===== src/rtl/muldiv_pkg.sv =====
// Shared opcode encodings, FSM states and opcode classifiers for the
// iterative M-extension multiply/divide unit.
package muldiv_pkg;

    localparam logic [2:0] OP_MUL    = 3'b000;
    localparam logic [2:0] OP_MULH   = 3'b001;
    localparam logic [2:0] OP_MULHSU = 3'b010;
    localparam logic [2:0] OP_MULHU  = 3'b011;
    localparam logic [2:0] OP_DIV    = 3'b100;
    localparam logic [2:0] OP_DIVU   = 3'b101;
    localparam logic [2:0] OP_REM    = 3'b110;
    localparam logic [2:0] OP_REMU   = 3'b111;

    typedef enum logic [1:0] {
        S_IDLE = 2'd0,
        S_CALC = 2'd1,
        S_FIX  = 2'd2,
        S_DONE = 2'd3
    } state_e;

    function automatic logic is_div(input logic [2:0] f);
        return f[2];
    endfunction

    function automatic logic is_rem(input logic [2:0] f);
        return (f == OP_REM) || (f == OP_REMU);
    endfunction

    function automatic logic is_quot(input logic [2:0] f);
        return (f == OP_DIV) || (f == OP_DIVU);
    endfunction

    // High-half multiplies; plain MUL takes the low half.
    function automatic logic is_mulh(input logic [2:0] f);
        return !f[2] && (f != OP_MUL);
    endfunction

    function automatic logic signed_a(input logic [2:0] f);
        return (f == OP_MULH) || (f == OP_MULHSU) || (f == OP_DIV) || (f == OP_REM);
    endfunction

    function automatic logic signed_b(input logic [2:0] f);
        return (f == OP_MULH) || (f == OP_DIV) || (f == OP_REM);
    endfunction

endpackage


===== src/rtl/muldiv_sign_fix.sv =====
// Conditional two's-complement negate of a double-width value followed by
// a low/high half select; serves both operand abs and result fix-up.
module muldiv_sign_fix #(
    parameter int unsigned XLEN = 32
) (
    input  logic [2*XLEN-1:0] val_i,
    input  logic              neg_i,
    input  logic              hi_i,
    output logic [XLEN-1:0]   res_c_o
);

    localparam int unsigned W2 = 2 * XLEN;

    logic [W2-1:0] fixed_c;

    always_comb begin
        fixed_c = neg_i ? (~val_i + W2'(1)) : val_i;
        res_c_o = hi_i ? fixed_c[W2-1:XLEN] : fixed_c[XLEN-1:0];
    end

endmodule


===== src/rtl/muldiv_iter_unit.sv =====
// Multi-cycle RV32M/RV64M multiply/divide unit: radix-2 shift-add multiply
// and restoring divide sharing one double-width accumulator.
module muldiv_iter_unit
    import muldiv_pkg::*;
#(
    parameter int unsigned XLEN      = 32,
    parameter int unsigned EARLY_OUT = 1,
    parameter int unsigned CNT_W     = $clog2(XLEN) + 1
) (
    input  logic            clk,
    input  logic            rst,
    input  logic            in_valid,
    output logic            in_ready,
    input  logic [2:0]      funct3,
    input  logic [XLEN-1:0] op_a,
    input  logic [XLEN-1:0] op_b,
    input  logic            flush,
    output logic            out_valid,
    input  logic            out_ready,
    output logic [XLEN-1:0] result,
    output logic            busy
);

    localparam int unsigned W2 = 2 * XLEN;
    localparam logic [XLEN-1:0] MIN_NEG = {1'b1, {(XLEN-1){1'b0}}};

    state_e            state_q;
    logic [2:0]        op_q;
    logic [XLEN-1:0]   b_q;
    logic [W2-1:0]     acc_q, acc_d;
    logic              a_neg_q, b_neg_q, special_q;
    logic [XLEN-1:0]   special_res_q;
    logic [CNT_W-1:0]  cnt_q;
    logic              in_ready_q, out_valid_q, busy_q;
    logic [XLEN-1:0]   result_q;

    logic              a_neg_c, b_neg_c, div_zero_c, ovf_c;
    logic [XLEN-1:0]   abs_a_c, abs_b_c, special_res_c, fix_res_c;
    logic [W2-1:0]     fix_val_c;
    logic              fix_neg_c;
    logic [XLEN:0]     mul_sum_c, div_trial_c, div_diff_c;

    // Accept-time operand classification, abs values and special results.
    always_comb begin
        a_neg_c    = signed_a(funct3) && op_a[XLEN-1];
        b_neg_c    = signed_b(funct3) && op_b[XLEN-1];
        div_zero_c = is_div(funct3) && (op_b == '0);
        ovf_c      = ((funct3 == OP_DIV) || (funct3 == OP_REM))
                     && (op_a == MIN_NEG) && (op_b == '1);
        if (div_zero_c) begin
            special_res_c = is_quot(funct3) ? '1 : op_a;
        end else begin
            special_res_c = is_quot(funct3) ? op_a : '0;
        end
    end

    muldiv_sign_fix #(.XLEN(XLEN)) u_abs_a (
        .val_i   ({{XLEN{1'b0}}, op_a}),
        .neg_i   (a_neg_c),
        .hi_i    (1'b0),
        .res_c_o (abs_a_c)
    );

    muldiv_sign_fix #(.XLEN(XLEN)) u_abs_b (
        .val_i   ({{XLEN{1'b0}}, op_b}),
        .neg_i   (b_neg_c),
        .hi_i    (1'b0),
        .res_c_o (abs_b_c)
    );

    // One radix-2 step; divide keeps {remainder, quotient} in the accumulator.
    always_comb begin
        acc_d       = acc_q;
        mul_sum_c   = '0;
        div_trial_c = '0;
        div_diff_c  = '0;
        if (is_div(op_q)) begin
            div_trial_c = acc_q[W2-1:XLEN-1];
            div_diff_c  = div_trial_c - {1'b0, b_q};
            if (div_trial_c >= {1'b0, b_q}) begin
                acc_d = {div_diff_c[XLEN-1:0], acc_q[XLEN-2:0], 1'b1};
            end else begin
                acc_d = {div_trial_c[XLEN-1:0], acc_q[XLEN-2:0], 1'b0};
            end
        end else begin
            mul_sum_c = {1'b0, acc_q[W2-1:XLEN]} + (acc_q[0] ? {1'b0, b_q} : '0);
            acc_d     = {mul_sum_c, acc_q[XLEN-1:1]};
        end
    end

    always_comb begin
        if (!is_div(op_q)) begin
            fix_val_c = acc_q;
        end else if (is_rem(op_q)) begin
            fix_val_c = {{XLEN{1'b0}}, acc_q[W2-1:XLEN]};
        end else begin
            fix_val_c = {{XLEN{1'b0}}, acc_q[XLEN-1:0]};
        end
        fix_neg_c = is_rem(op_q) ? a_neg_q : (a_neg_q ^ b_neg_q);
    end

    muldiv_sign_fix #(.XLEN(XLEN)) u_fix (
        .val_i   (fix_val_c),
        .neg_i   (fix_neg_c),
        .hi_i    (is_mulh(op_q)),
        .res_c_o (fix_res_c)
    );

    always_ff @(posedge clk) begin
        if (rst) begin
            state_q       <= S_IDLE;
            op_q          <= OP_MUL;
            b_q           <= '0;
            acc_q         <= '0;
            a_neg_q       <= 1'b0;
            b_neg_q       <= 1'b0;
            special_q     <= 1'b0;
            special_res_q <= '0;
            cnt_q         <= '0;
            in_ready_q    <= 1'b1;
            out_valid_q   <= 1'b0;
            busy_q        <= 1'b0;
            result_q      <= '0;
        end else if (flush) begin
            state_q     <= S_IDLE;
            in_ready_q  <= 1'b1;
            out_valid_q <= 1'b0;
            busy_q      <= 1'b0;
        end else begin
            case (state_q)
                S_IDLE: begin
                    if (in_valid) begin
                        op_q          <= funct3;
                        b_q           <= abs_b_c;
                        acc_q         <= {{XLEN{1'b0}}, abs_a_c};
                        a_neg_q       <= a_neg_c;
                        b_neg_q       <= b_neg_c;
                        special_q     <= div_zero_c || ovf_c;
                        special_res_q <= special_res_c;
                        cnt_q         <= '0;
                        in_ready_q    <= 1'b0;
                        busy_q        <= 1'b1;
                        // Special cases skip iteration; FIX publishes the precomputed value.
                        state_q       <= ((EARLY_OUT != 0) && (div_zero_c || ovf_c))
                                         ? S_FIX : S_CALC;
                    end
                end
                S_CALC: begin
                    acc_q <= acc_d;
                    cnt_q <= cnt_q + CNT_W'(1);
                    if (cnt_q == CNT_W'(XLEN - 1)) begin
                        state_q <= S_FIX;
                    end
                end
                S_FIX: begin
                    result_q    <= special_q ? special_res_q : fix_res_c;
                    out_valid_q <= 1'b1;
                    state_q     <= S_DONE;
                end
                S_DONE: begin
                    if (out_ready) begin
                        out_valid_q <= 1'b0;
                        in_ready_q  <= 1'b1;
                        busy_q      <= 1'b0;
                        state_q     <= S_IDLE;
                    end
                end
                default: state_q <= S_IDLE;
            endcase
        end
    end

    assign in_ready  = in_ready_q;
    assign out_valid = out_valid_q;
    assign busy      = busy_q;
    assign result    = result_q;

endmodule


===== config.mk =====
export PLATFORM = sky130hd
export DESIGN_NAME = muldiv_iter_unit
export DESIGN_NICKNAME = d
export VERILOG_FILES = /design/src/rtl/muldiv_pkg.sv /design/src/rtl/muldiv_sign_fix.sv /design/src/rtl/muldiv_iter_unit.sv
export SDC_FILE = /design/constraint.sdc
export NUM_CORES = 1
export LEC_CHECK = 0
export ABC_AREA = 1
export CORE_MARGIN = 3
export CORE_UTILIZATION = 35
export DETAILED_ROUTE_END_ITERATION = 8
export PLACE_DENSITY = 0.64
export SLEW_MARGIN = 25
export SYNTH_ARGS = -nofsm -noshare
export SYNTH_HDL_FRONTEND = slang
export SYNTH_SLANG_ARGS = --single-unit
export TNS_END_PERCENT = 10

===== constraint.sdc =====
create_clock -name clk -period 3.95 [get_ports clk]
set_clock_uncertainty 0.1 [all_clocks]
set_input_delay 0.79 -clock clk [delete_from_list [all_inputs] [get_ports clk]]
set_output_delay 0.79 -clock clk [all_outputs]
set_load 0.005 [all_outputs]

==> run metrics <==
Synth top area share=0.200; Mapped Cells=3160; post-cts repair resize count=0; CTS H-tree depth=4; Register Area=0.00355 mm^2; DRC=0; die width=231 um; Antenna Cells=0; Synth Warn #=0; grt total ovfl=0; gpl congestion=1.02; static leakage=9.47 nW; Critical Path RT=4.16 ns; status=finished, final reports clean; routed wire length=71300 um; Post-Syn Area=0.0177 mm^2; Die Y=231 um; Post-synth top cells=nand2_1 (846), nor2_1 (349), inv_1 (346), nand3_1 (325), a21oi_1 (290); Final WS setup=0.726 ns; Worst R2R Start=op_q[1]$_SDFFE_PP0P_; I/O Buffers=106; asr flop ratio synth=0; Root Driver=clkbuf_16; Reg clk slew, reported paths=0.07 ns; nets=3341; largest area contributor in the netlist=dfxtp_1; critical path class=reg -> reg; Iteration-0 DRC Markers=2270; maxcap violations=0; number of global-route vias before repair=18.4k; #FFs+latches synth=177; Worst Hold Class=reg -> reg; Setup Buffers After CTS=0; PwrDens=278 mW/mm^2; # hold bufs at CTS=0; Hold Vio Cnt, Final=0; Die ar.=0.0534 mm^2; layout filler cell count=5582; min-delay src=result[17]$_SDFFE_PP0P_; Crit. End Element=register; fmax=310 MHz; ratio of cells with drive above 1 in the final layout=0.0577; pre-CTS setup slack=0.506 ns; drt first pass iters=7; Hold WS=0.364 ns; multi-input logic area=0.0122 mm^2; core area=0.0495 mm^2; via count=21.0k; Final Setup Violations=0; Unique masters post-synth=53; post-synthesis sequential area ratio=0.200; Crit Path Max Fanout=33; Worst IR Drop VDD=0.000329 V; Tot GR Track Use=0.260; Starting Density=0.359; clk buf depth=2; actual slew at the worst max-slew pin=1.03 ns; Worst Path Arrival=3.43 ns; final setup TNS=0 ns; drt via density=5.42; most common cell in the netlist=nand2_1; worst rel slew slack=0.310; Routed Antenna Nets=0; post-synth net total=3307; synth top area cells=dfxtp_1 (20%), nand2_1 (18%), nand3_1 (9.2%); CP Launch Type=register; RSZ-0062 raised after global routing=false; EDFF count, synth=0; CTS tree=built; largest net degree at the start of global routing=100; worst skew pair latency=0.47 ns; CTS Buf Count=17; synthesized area per cell=5.61 um^2; final core occ=0.403; Cells after DPL=3839; DP HPWL=56200 um; row cnt=81; DR WL/cell=18.4 um; first-pass GRT wire length=109000 um; Non-Filler Instances=3871; # IOs=107; crit path time final=3.22 ns; final period utilization=0.816; worst setup path start=op_q[1]$_SDFFE_PP0P_; initial antenna violation count=0; area growth from synthesis to layout=12.3%; clock net sink count=177; Primary FF master, synth=dfxtp_1; final slew viol count=0
[kinds of logic after synthesis]
| logic type | Yosys count | share of synthesized area |
|---|---|---|
| simple gates | 1717 | 0.415 |
| compound gates | 637 | 0.191 |
| buf+inv | 500 | 0.113 |
| flops | 177 | 0.200 |
| fa+ha+maj | 75 | 0.0538 |
| xor+xnor | 54 | 0.0277 |
[stage by stage]
step	total power, mW	cell area [um^2]
global route	5.83	19900
detailed placement	3.84	19400
finish	5.53	19900
global placement	3.85	19400
floorplan	3.21	17700
CTS	5.52	19900
[routing by layer]
| layer | up-vias | wire length, um | track usage |
|---|---|---|---|
| li1 | 10500 | - | - |
| met1 | 9585 | 33000 | 0.378 |
| met2 | 816 | 30300 | 0.391 |
| met3 | 116 | 5750 | 0.0398 |
| met4 | 0 | 2250 | 0.0848 |
| met5 | - | 0 | 0 |
[cell usage in the layout (no fill, tap or decap), types with 47 or more instances in the layout]
| cell | n |
|---|---|
| a21oi_1 | 290 |
| buf_4 | 47 |
| clkdlybuf4s50_1 | 105 |
| dfxtp_1 | 176 |
| ha_1 | 73 |
| inv_1 | 346 |
| nand2_1 | 845 |
| nand3_1 | 325 |
| nor2_1 | 347 |
| o21ai_0 | 249 |
[report_power, final]
group	total [mW]	switching, mW	internal [mW]
Combinational	1.92	1.34	0.579
Sequential	1.93	0.0751	1.86
Clock	1.68	0.853	0.827
Total	5.53	2.27	3.26
[flip-flops by register name, summed over array words and instances (netlist names)]
register / count
result: 32
in_ready: 1
acc_q: 64
b_neg_q: 1
state_q: 2
op_q: 3
special_q: 1
a_neg_q: 1
out_valid: 1
cnt_q: 6
special_res_q: 32
busy: 1
b_q: 32
[critical path, cell delays in order, from the launching register on]
cell	delay, ns
dfxtp_1	0.37
buf_4	0.28
nand3_1	0.15
nand2_2	0.08
inv_1	0.06
ha_1	0.18
nand3_1	0.09
nor2_1	0.24
nand2_1	0.28
nor2_4	0.25
nand2_2	0.12
nor2_2	0.12
nand2_1	0.11
nand2_1	0.13
nand2_1	0.07
nand2_1	0.05
nor2_1	0.04
o21ai_1	0.24
a21oi_1	0.10
[final timing paths]
path                                  end  slack [ns]  depth (start not counted)
setup / recovery   result[2]$_SDFFE_PP0P_        0.73                         18
hold / removal    result[17]$_SDFFE_PP0P_        0.36                          2
setup reg to reg   result[2]$_SDFFE_PP0P_        0.73                         18
hold reg to reg   result[17]$_SDFFE_PP0P_        0.36                          2
[cell type report]
cell class,instances,area share
Multi-Input combinational cell,2483,0.613
Timing Repair Buffer,152,0.0705
Inverter,363,0.0685
Sequential cell,177,0.178
Clock buffer,18,0.0215
Clock inverter,14,0.00628
Tap cell,664,0.0417
Note: power is estimated with default switching activity, not from simulation.
